File: config.mk
export PLATFORM = sky130hd
export DESIGN_NAME = cskipa_seq_ctrl
export DESIGN_NICKNAME = d
export VERILOG_FILES = /design/src/rtl/cskipa_seq_ctrl.sv
export SDC_FILE = /design/constraint.sdc
export NUM_CORES = 1
export LEC_CHECK = 0
export CELL_PAD_IN_SITES_DETAIL_PLACEMENT = 2
export CELL_PAD_IN_SITES_GLOBAL_PLACEMENT = 2
export CORE_AREA = 3 3 102 114
export CTS_BUF_LIST = sky130_fd_sc_hd__clkbuf_4
export DETAILED_ROUTE_END_ITERATION = 8
export DIE_AREA = 0 0 105 117
export PLACE_DENSITY = 0.81
export RECOVER_POWER = 50
export SETUP_SLACK_MARGIN = 0.1
export SLEW_MARGIN = 40
export SYNTH_ARGS = -nofsm -noshare
export SYNTH_HDL_FRONTEND = slang
export SYNTH_SLANG_ARGS = --single-unit
export TNS_END_PERCENT = 100
File: constraint.sdc
create_clock -name clk -period 2.8 [get_ports clk]
set_input_delay 0.56 -clock clk [delete_from_list [all_inputs] [get_ports clk]]
set_output_delay 0.56 -clock clk [all_outputs]
set_load 0.02 [all_outputs]
File: src/rtl/cskipa_seq_ctrl.sv
// Sequential WIDTH-bit adder: arbitrates two requesters and walks an external 4-bit carry-skip slice one nibble per cycle.
// Latency: o_valid rises NIB+1 cycles after the accept edge (NIB RUN cycles, then DONE); o_ack pulses the cycle after accept.
// Backpressure: the result is held in DONE until i_ready; requests are only sampled in IDLE, never queued.
// Optional macro CSKIPA_SEQ_CARRY_IN_EN adds per-requester carry-in ports i_cin0/i_cin1.
module cskipa_seq_ctrl #(
  parameter int WIDTH = 16
) (
  input  logic             clk,
  input  logic             rst,
  input  logic             i_req0,
  input  logic [WIDTH-1:0] i_add_term1_0,
  input  logic [WIDTH-1:0] i_add_term2_0,
  output logic             o_ack0,
  input  logic             i_req1,
  input  logic [WIDTH-1:0] i_add_term1_1,
  input  logic [WIDTH-1:0] i_add_term2_1,
  output logic             o_ack1,
`ifdef CSKIPA_SEQ_CARRY_IN_EN
  input  logic             i_cin0,
  input  logic             i_cin1,
`endif
  output logic [3:0]       o_slice_a,
  output logic [3:0]       o_slice_b,
  output logic             o_slice_cin,
  input  logic [3:0]       i_slice_sum,
  input  logic             i_slice_cout,
  output logic             o_valid,
  input  logic             i_ready,
  output logic [WIDTH-1:0] o_sum,
  output logic             o_cout,
  output logic             o_id,
  output logic             o_busy
);

  localparam int NIB = WIDTH / 4;
  localparam int SW  = (NIB > 1) ? $clog2(NIB) : 1;
  localparam logic [SW-1:0] STEP_LAST = SW'(NIB - 1);

  localparam logic [1:0] ST_IDLE = 2'd0;
  localparam logic [1:0] ST_RUN  = 2'd1;
  localparam logic [1:0] ST_DONE = 2'd2;

  logic [1:0]       state_q;
  logic [WIDTH-1:0] a_q;
  logic [WIDTH-1:0] b_q;
  logic [WIDTH-1:0] res_q;
  logic             carry_q;
  logic [SW-1:0]    step_q;
  logic             id_q;
  logic             last_q;   // last served requester; 1 after reset so requester 0 is favoured
  logic             ack0_q;
  logic             ack1_q;

  logic             any_req;
  logic             grant_id;
  logic [WIDTH-1:0] grant_a;
  logic [WIDTH-1:0] grant_b;
  logic             grant_cin;
  logic             run;
  logic [SW+1:0]    bit_idx;

  // Round-robin grant: a lone requester wins, a tie goes to whoever was not served last.
  always_comb begin
    any_req  = i_req0 | i_req1;
    grant_id = (i_req0 & i_req1) ? ~last_q : i_req1;
    grant_a  = grant_id ? i_add_term1_1 : i_add_term1_0;
    grant_b  = grant_id ? i_add_term2_1 : i_add_term2_0;
`ifdef CSKIPA_SEQ_CARRY_IN_EN
    grant_cin = grant_id ? i_cin1 : i_cin0;
`else
    grant_cin = 1'b0;
`endif
  end

  // Slice drive: current nibble of A/B plus running carry, forced to zero outside RUN.
  always_comb begin
    run         = (state_q == ST_RUN);
    bit_idx     = {step_q, 2'b00};
    o_slice_a   = run ? a_q[bit_idx +: 4] : 4'h0;
    o_slice_b   = run ? b_q[bit_idx +: 4] : 4'h0;
    o_slice_cin = run ? carry_q : 1'b0;
  end

  // Control FSM plus operand, result and carry datapath.
  always_ff @(posedge clk) begin
    if (rst) begin
      state_q <= ST_IDLE;
      a_q     <= '0;
      b_q     <= '0;
      res_q   <= '0;
      carry_q <= 1'b0;
      step_q  <= '0;
      id_q    <= 1'b0;
      last_q  <= 1'b1;
      ack0_q  <= 1'b0;
      ack1_q  <= 1'b0;
    end else begin
      ack0_q <= 1'b0;
      ack1_q <= 1'b0;
      case (state_q)
        ST_IDLE: begin
          if (any_req) begin
            a_q     <= grant_a;
            b_q     <= grant_b;
            carry_q <= grant_cin;
            step_q  <= '0;
            id_q    <= grant_id;
            last_q  <= grant_id;
            ack0_q  <= ~grant_id;
            ack1_q  <= grant_id;
            state_q <= ST_RUN;
          end
        end
        ST_RUN: begin
          res_q[bit_idx +: 4] <= i_slice_sum;
          carry_q             <= i_slice_cout;
          if (step_q == STEP_LAST) begin
            state_q <= ST_DONE;
          end else begin
            step_q <= step_q + SW'(1);
          end
        end
        ST_DONE: begin
          if (i_ready) begin
            state_q <= ST_IDLE;
          end
        end
        default: state_q <= ST_IDLE;
      endcase
    end
  end

  // Result and status outputs come straight from registers, so they stay stable under backpressure.
  always_comb begin
    o_ack0  = ack0_q;
    o_ack1  = ack1_q;
    o_valid = (state_q == ST_DONE);
    o_busy  = (state_q != ST_IDLE);
    o_sum   = res_q;
    o_cout  = carry_q;
    o_id    = id_q;
  end

endmodule

==> results by group, run 1 <==
GRT
  • GR Overflow Total: 0
  • Vias in the first global route: 3,007
  • Total GRT Usage: 16.3%
  • Initial antenna violation count: 0
  • Wire length of the first global-routing pass: 15,900 um
  • Largest net degree at the start of global routing: 36

Layout
  • Fin nets: 474
  • Area growth syn-to-layout: 47.4%
  • Most frequent cells in the layout: 96 x clkdlybuf4s50_1, 56 x dfxtp_1, 44 x nand2_1
  • Commonest non-fill, non-tap cell in the layout: clkdlybuf4s50_1
  • Seq. cell area: 1140 sq um
  • Antenna cells: 0
  • Fill count: 1,193
  • Multi-input logic area: 1420 sq um
  • Share of cells above drive strength 1: 10.0%
  • Cell area after layout: 4010 sq um

CTS
  • Clock buffer depth: 2
  • CTS sink count: 57
  • CTS tree: yes
  • H-Tree Depth: 3
  • Hold Buf Count CTS: 0
  • CTS Buf Count: 9
  • Latest clock arrival within the worst-skew pair: 390 ps
  • CTS root buffer: clkbuf_4
  • Clock-pin slew on the worst setup and hold paths: 100 ps

Placement
  • Placed Area: 3880 sq um
  • Dpl ws: 296 ps
  • I/O Buffers: 104
  • GP Congestion: 0.774
  • DP HPWL: 7230 um

Power
  • Logic pwr share: 19.8%
  • Pleak: 1.49 nW
  • Clock network power share: 32.0%
  • Worst VDD drop: 212 uV
  • Pint: 1.34 mW
  • Sequential Power Share: 48.2%
  • Sw Ratio: 27.8%
  • Total power per unit cell area: 462 nW/um^2
  • Net Switching: 0.515 mW

Setup path
  • CP max FO: 9
  • Data required, critical path: 2240 ps
  • Kind of start point of the critical path: flip-flop
  • Crit path capture type: primary output
  • Worst Path Arrival: 2050 ps
  • Setup CP Type: reg -> out

STA
  • Final Slew Violations: 0
  • Fin crit share: 93.0%
  • Final Hold Fails: 0
  • Setup ws final: 195 ps
  • RSZ-0062 raised after global routing: false
  • Final min period: 2610 ps
  • Max_slew headroom: 49.2%
  • Worst slew pin tran: 762 ps
  • Clock Skews: 21.1 ps
  • FMAX: 384 MHz
  • Setup_tns: 0 ps
  • Setup violations, final: 0

Synth
  • Ys Warns: 0
  • Post-Syn Instances: 295
  • Count of unique library cells instantiated by Yosys: 34
  • Synth area leader: dfxtp_1
  • Yosys top cell area share: 42.0%
  • Top cells by area, synth: dfxtp_1 42%, a221o_1 12%, mux4_2 6.6%
  • Asr flop ratio synth: 0%
  • Post-synth top flop: dfxtp_1
  • Syn nets: 375
  • Avg Synthesized Cell Area: 9.22 sq um
  • Post-synth EDFFs: 0
  • Post-Syn Area: 2720 sq um
  • Yosys reg bits: 57
  • Sequential area share after synthesis: 42.0%

Drt
  • Drt drc: 0
  • DR pass1 iterations: 4
  • Final ANT Viol Nets: 0
  • Initial detailed-routing violation count: 102
  • Vias per cell: 4.97
  • Wirelength per Cell: 18.2 um
  • Via count: 2,694
  • Drt total wl: 9840 um

Floorplanning
  • Die area: 12,300 sq um
  • # rows: 39
  • Initial Util: 26.0%
  • I/O pins: 105
  • Core area: 10,400 sq um
  • Die W: 105 um
  • DIE HEIGHT: 117 um

Hold path
  • Min-Delay Path Class: reg -> reg

Run status
  • Outcome: finished, final reports clean

Run
  • MaxCap Viol Count: 0
cells by family (layout without fill, tap and decap cells):
family / count (synthesis) / count (layout) / synth area share [%]
multiplexers: 8 / 8 / 6.62
flip-flops: 57 / 57 / 42.0
AND/OR/NAND/NOR: 132 / 132 / 24.9
AO/OA/AOI/OAI: 59 / 59 / 17.8
adder cells (fa/ha/maj): 6 / 6 / 2.76
buffers and inverters: 33 / 137 / 5.98
worst max-delay path, stage by stage, from the launching register on:
cell and delay (ps):
dfxtp_1 580, mux4_2 350, nor2b_1 140, clkdlybuf4s50_1 610
flip-flops by register name (all words and copies together) (netlist names):
register and count:
a_q 16, b_q 16, o_sum 16, state_q 2, step_q 2, last_q 1
o_ack0 1, o_ack1 1, o_cout 1, o_id 1
cell usage after synthesis, types with 6 or more instances:
library cell / n
dfxtp_1: 57
nand2_1: 44
nor3_1: 33
a221o_1: 32
a21oi_1: 20
clkbuf_1: 18
nand3_1: 13
nor2b_1: 10
mux4_2: 8
ha_1: 6
inv_1: 6
nand2b_1: 6
layer usage:
layer / wire (um) / share of wire (%) / vias to the layer above / track usage (%)
li1: - / - / 1290 / -
met1: 4150 / 42 / 1315 / 19.3
met2: 5150 / 52 / 75 / 30.2
met3: 342 / 3.5 / 14 / 2.14
met4: 193 / 2.0 / 0 / 6.30
met5: 0 / 0 / - / 0
what timing repair did:
action,CTS,global route
setup endpoints to repair,8,0
buffers inserted,0,0
gates resized for setup,6,0
area by class of cell:
type | count | area share [%]
Clock buffer | 10 | 1.87
Clock inverter | 6 | 1.47
Sequential cell | 57 | 28.5
Multi-Input combinational cell | 205 | 35.5
Tap cell | 143 | 4.46
Timing Repair Buffer | 115 | 27.7
Inverter | 6 | 0.562
worst paths after layout:
path,from,to,slack [ps],depth (start not counted)
max,step_q[1],o_slice_b[2],190,3
min reg2reg,o_sum[9],o_sum[9],470,2
max reg2reg,state_q[0],b_q[10],660,5
min,o_sum[9],o_sum[9],470,2
per-stage QoR:
step / util (%) / std cells / total power [mW] / hold WS [ps]
floorplan: - / 295 / 1.09 / 450
global placement: 37.2 / 526 / 1.27 / 443
detailed placement: 37.2 / 526 / 1.29 / 444
CTS: 38.4 / 542 / 1.89 / 470
global route: 38.4 / 542 / 1.96 / 487
finish: 38.4 / 542 / 1.85 / 467
power by group through the flow:
stage	Sequential (mW)	Clock [mW]	Combinational, mW
after global placement	0.910	0	0.364
after detailed placement	0.912	0	0.375
after CTS	0.895	0.620	0.373
after floorplan	0.907	0	0.184
final	0.894	0.593	0.367
after global routing	0.901	0.662	0.399
Note: power is estimated with default switching activity, not from simulation.
==> inputs of run 2 (changes only) <==
--- a/config.mk
+++ b/config.mk
@@ -5,6 +5,7 @@
 export SDC_FILE = /design/constraint.sdc
 export NUM_CORES = 1
 export LEC_CHECK = 0
+export ABC_AREA = 0
 export CELL_PAD_IN_SITES_DETAIL_PLACEMENT = 2
 export CELL_PAD_IN_SITES_GLOBAL_PLACEMENT = 2
 export CORE_AREA = 3 3 102 114
==> results of run 2 <==
Same layout as run 1: the final DEF is identical, and so are final timing and power.
==> inputs of run 3 (changes only) <==
--- a/config.mk
+++ b/config.mk
@@ -14,7 +14,8 @@
 export DIE_AREA = 0 0 105 117
 export PLACE_DENSITY = 0.81
 export RECOVER_POWER = 50
-export SETUP_SLACK_MARGIN = 0.1
+export REMOVE_ABC_BUFFERS = 1
+export SETUP_SLACK_MARGIN = 0.4
 export SLEW_MARGIN = 40
 export SYNTH_ARGS = -nofsm -noshare
 export SYNTH_HDL_FRONTEND = slang
==> results by group, run 3 (same netlist as run 1, synthesis figures left out) <==
GRT
  • Initial antenna violation count: 0 (unchanged)
  • GR Overflow Total: 0 (unchanged)
  • Vias in the first global route: 3,029 (+0.73%)
  • Total GRT Usage: 16.3% (about the same)
  • Largest net degree at the start of global routing: 35 (-2.8%)
  • Wire length of the first global-routing pass: 15,800 um (-0.48%)

Drt
  • Drt drc: 0 (unchanged)
  • Wirelength per Cell: 18.2 um (about the same)
  • Vias per cell: 5.03 (+1.2%)
  • DR pass1 iterations: 4 (unchanged)
  • Drt total wl: 9990 um (+1.5%)
  • Final ANT Viol Nets: 0 (unchanged)
  • Via count: 2,767 (+2.7%)
  • Initial detailed-routing violation count: 99 (-2.9%)

Hold path
  • Min-Delay Path Class: reg -> reg

STA
  • Setup ws final: 383 ps (+189 ps)
  • RSZ-0062 raised after global routing: true
  • Setup_tns: 0 ps (unchanged)
  • Worst slew pin tran: 1080 ps (+319 ps)
  • Final min period: 2420 ps (-189 ps)
  • Worst Hold Slack: 460 ps (-6.17 ps)
  • Setup violations, final: 0 (unchanged)
  • Final Hold Fails: 0 (unchanged)
  • Final Slew Violations: 0 (unchanged)
  • Clock Skews: 24.5 ps (+3.42 ps)
  • FMAX: 414 MHz (+7.8%)
  • Max_slew headroom: 27.9% (-21 points)
  • Fin crit share: 86.3% (-6.7 points)

Layout
  • Fin nets: 482 (+1.7%)
  • Most frequent cells in the layout: 91 x clkdlybuf4s50_1, 57 x dfxtp_1, 44 x nand2_1
  • Commonest non-fill, non-tap cell in the layout: clkdlybuf4s50_1
  • Final Non-Filler Cells: 550 (+1.5%)
  • Area growth syn-to-layout: 51.0%
  • Antenna cells: 0 (unchanged)
  • Share of cells above drive strength 1: 13.0% (+3.0 points)
  • Fill count: 1,179 (-1.2%)

Placement
  • I/O Buffers: 104 (unchanged)
  • Dpl ws: 299 ps (+2.85 ps)
  • DP HPWL: 7240 um (+0.12%)
  • GP Congestion: 0.738 (-4.6%)
  • Placed Instances: 529 (+0.57%)

Power
  • Logic pwr share: 19.9% (about the same)
  • Clock network power share: 34.5% (+2.5 points)
  • Sequential Power Share: 45.6% (-2.6 points)
  • Pleak: 1.56 nW (+4.9%)
  • Pint: 1.43 mW (+6.7%)
  • Net Switching: 0.524 mW (+1.9%)
  • Total power per unit cell area: 475 nW/um^2 (+2.8%)
  • Sw Ratio: 26.9% (-0.92 points)
  • Worst VDD drop: 237 uV (+11%)

Floorplanning
  • I/O pins: 105 (unchanged)
  • # rows: 39 (unchanged)
  • Initial Util: 26.0% (unchanged)
  • Die area: 12,300 sq um (unchanged)
  • Core area: 10,400 sq um (unchanged)
  • DIE HEIGHT: 117 um (unchanged)
  • Die W: 105 um (unchanged)

Setup path
  • Slowest stage delay, CP: 490 ps (-120 ps)
  • R2R Setup Slk: 480 ps (-180 ps)
  • Worst-path cell chain: buf_12, mux4_2, nor2b_1, buf_4
  • Worst Path Arrival: 1860 ps (-190 ps)
  • Setup CP Type: reg -> out
  • Kind of start point of the critical path: flip-flop
  • Crit path capture type: primary output
  • Data required, critical path: 2240 ps (about the same)
  • CP max FO: 7 (-2)
  • Critical-path top delay cell: mux4_2

CTS
  • CTS sink count: 57 (unchanged)
  • CTS root buffer: clkbuf_4
  • Clock buffer depth: 2 (unchanged)
  • CTS Buf Count: 9 (unchanged)
  • Hold Buf Count CTS: 0 (unchanged)
  • Clock-pin slew on the worst setup and hold paths: 110 ps (about the same)
  • CTS tree: yes
  • Latest clock arrival within the worst-skew pair: 410 ps (+20 ps)
  • H-Tree Depth: 3 (unchanged)

Run
  • MaxCap Viol Count: 0 (unchanged)

Run status
  • Outcome: finished, final reports clean
[run 3: cell count changes in the layout (fill, tap and decap cells not counted), moves of 3 or more]
cell / change
nor2b_1: -3
clkbuf_1: +4
buf_6: +3
buf_4: +4
clkdlybuf4s50_1: -5
buf_2: +4
dlygate4sd2_1: -4
[run 3: area by class of cell]
type	count	area, sq um	share of cell area, %
multi-input cells	205	1440	35.0
well taps	143	179	4.36
clock buffers	9	67.6	1.65
clock inverters	7	85.1	2.07
flip-flops and latches	57	1140	27.8
repair buffers	123	1170	28.6
inverters	6	22.5	0.548
[run 3: what timing repair did]
item                       in CTS  in global routing
gates resized for setup        36                 15
buffers inserted                1                  3
setup endpoints to repair      10                  8
pin swaps                       0                  0
cloned                          0                  1
[run 3: stage by stage]
stage | util, % | instance area (sq um) | total power [mW]
6_report | 39.3 | 4110 | 1.95
5_1_grt | 39.3 | 4110 | 2.06
4_1_cts | 39.0 | 4070 | 1.97
2_1_floorplan | - | 2580 | 1.07
3_3_place_gp | 37.6 | 3930 | 1.28
3_5_place_dp | 37.6 | 3930 | 1.30
[run 3: path summary, 6_finish.rpt]
path                   start      endpoint  cells after the start
hold reg to reg    o_sum[14]     o_sum[14]                      2
hold / removal     o_sum[14]     o_sum[14]                      2
setup / recovery   step_q[0]  o_slice_a[2]                      4
setup reg to reg  state_q[0]        b_q[6]                      5
[run 3: worst max-delay path, delay by kind of cell, from the launching register on]
kind / cells / cell delay, ps
DFF: 1 / 460
muxes: 1 / 490
buffers and inverters: 2 / 350
and+or+nand+nor: 1 / 150
[run 3: power by group through the flow]
stage | Clock [mW] | Combinational (mW) | Sequential, mW
2_1_floorplan | 0 | 0.151 | 0.914
3_3_place_gp | 0 | 0.372 | 0.907
3_5_place_dp | 0 | 0.386 | 0.909
4_1_cts | 0.696 | 0.388 | 0.891
5_1_grt | 0.739 | 0.423 | 0.898
6_report | 0.673 | 0.389 | 0.891
[run 3: metal layers]
layer | up-vias | part of all wire, % | track usage, %
met5 | - | 0 | 0
met4 | 0 | 0.68 | 3.85
met3 | 5 | 6.6 | 5.76
met2 | 88 | 51 | 29.4
met1 | 1366 | 41 | 18.6
li1 | 1308 | - | -
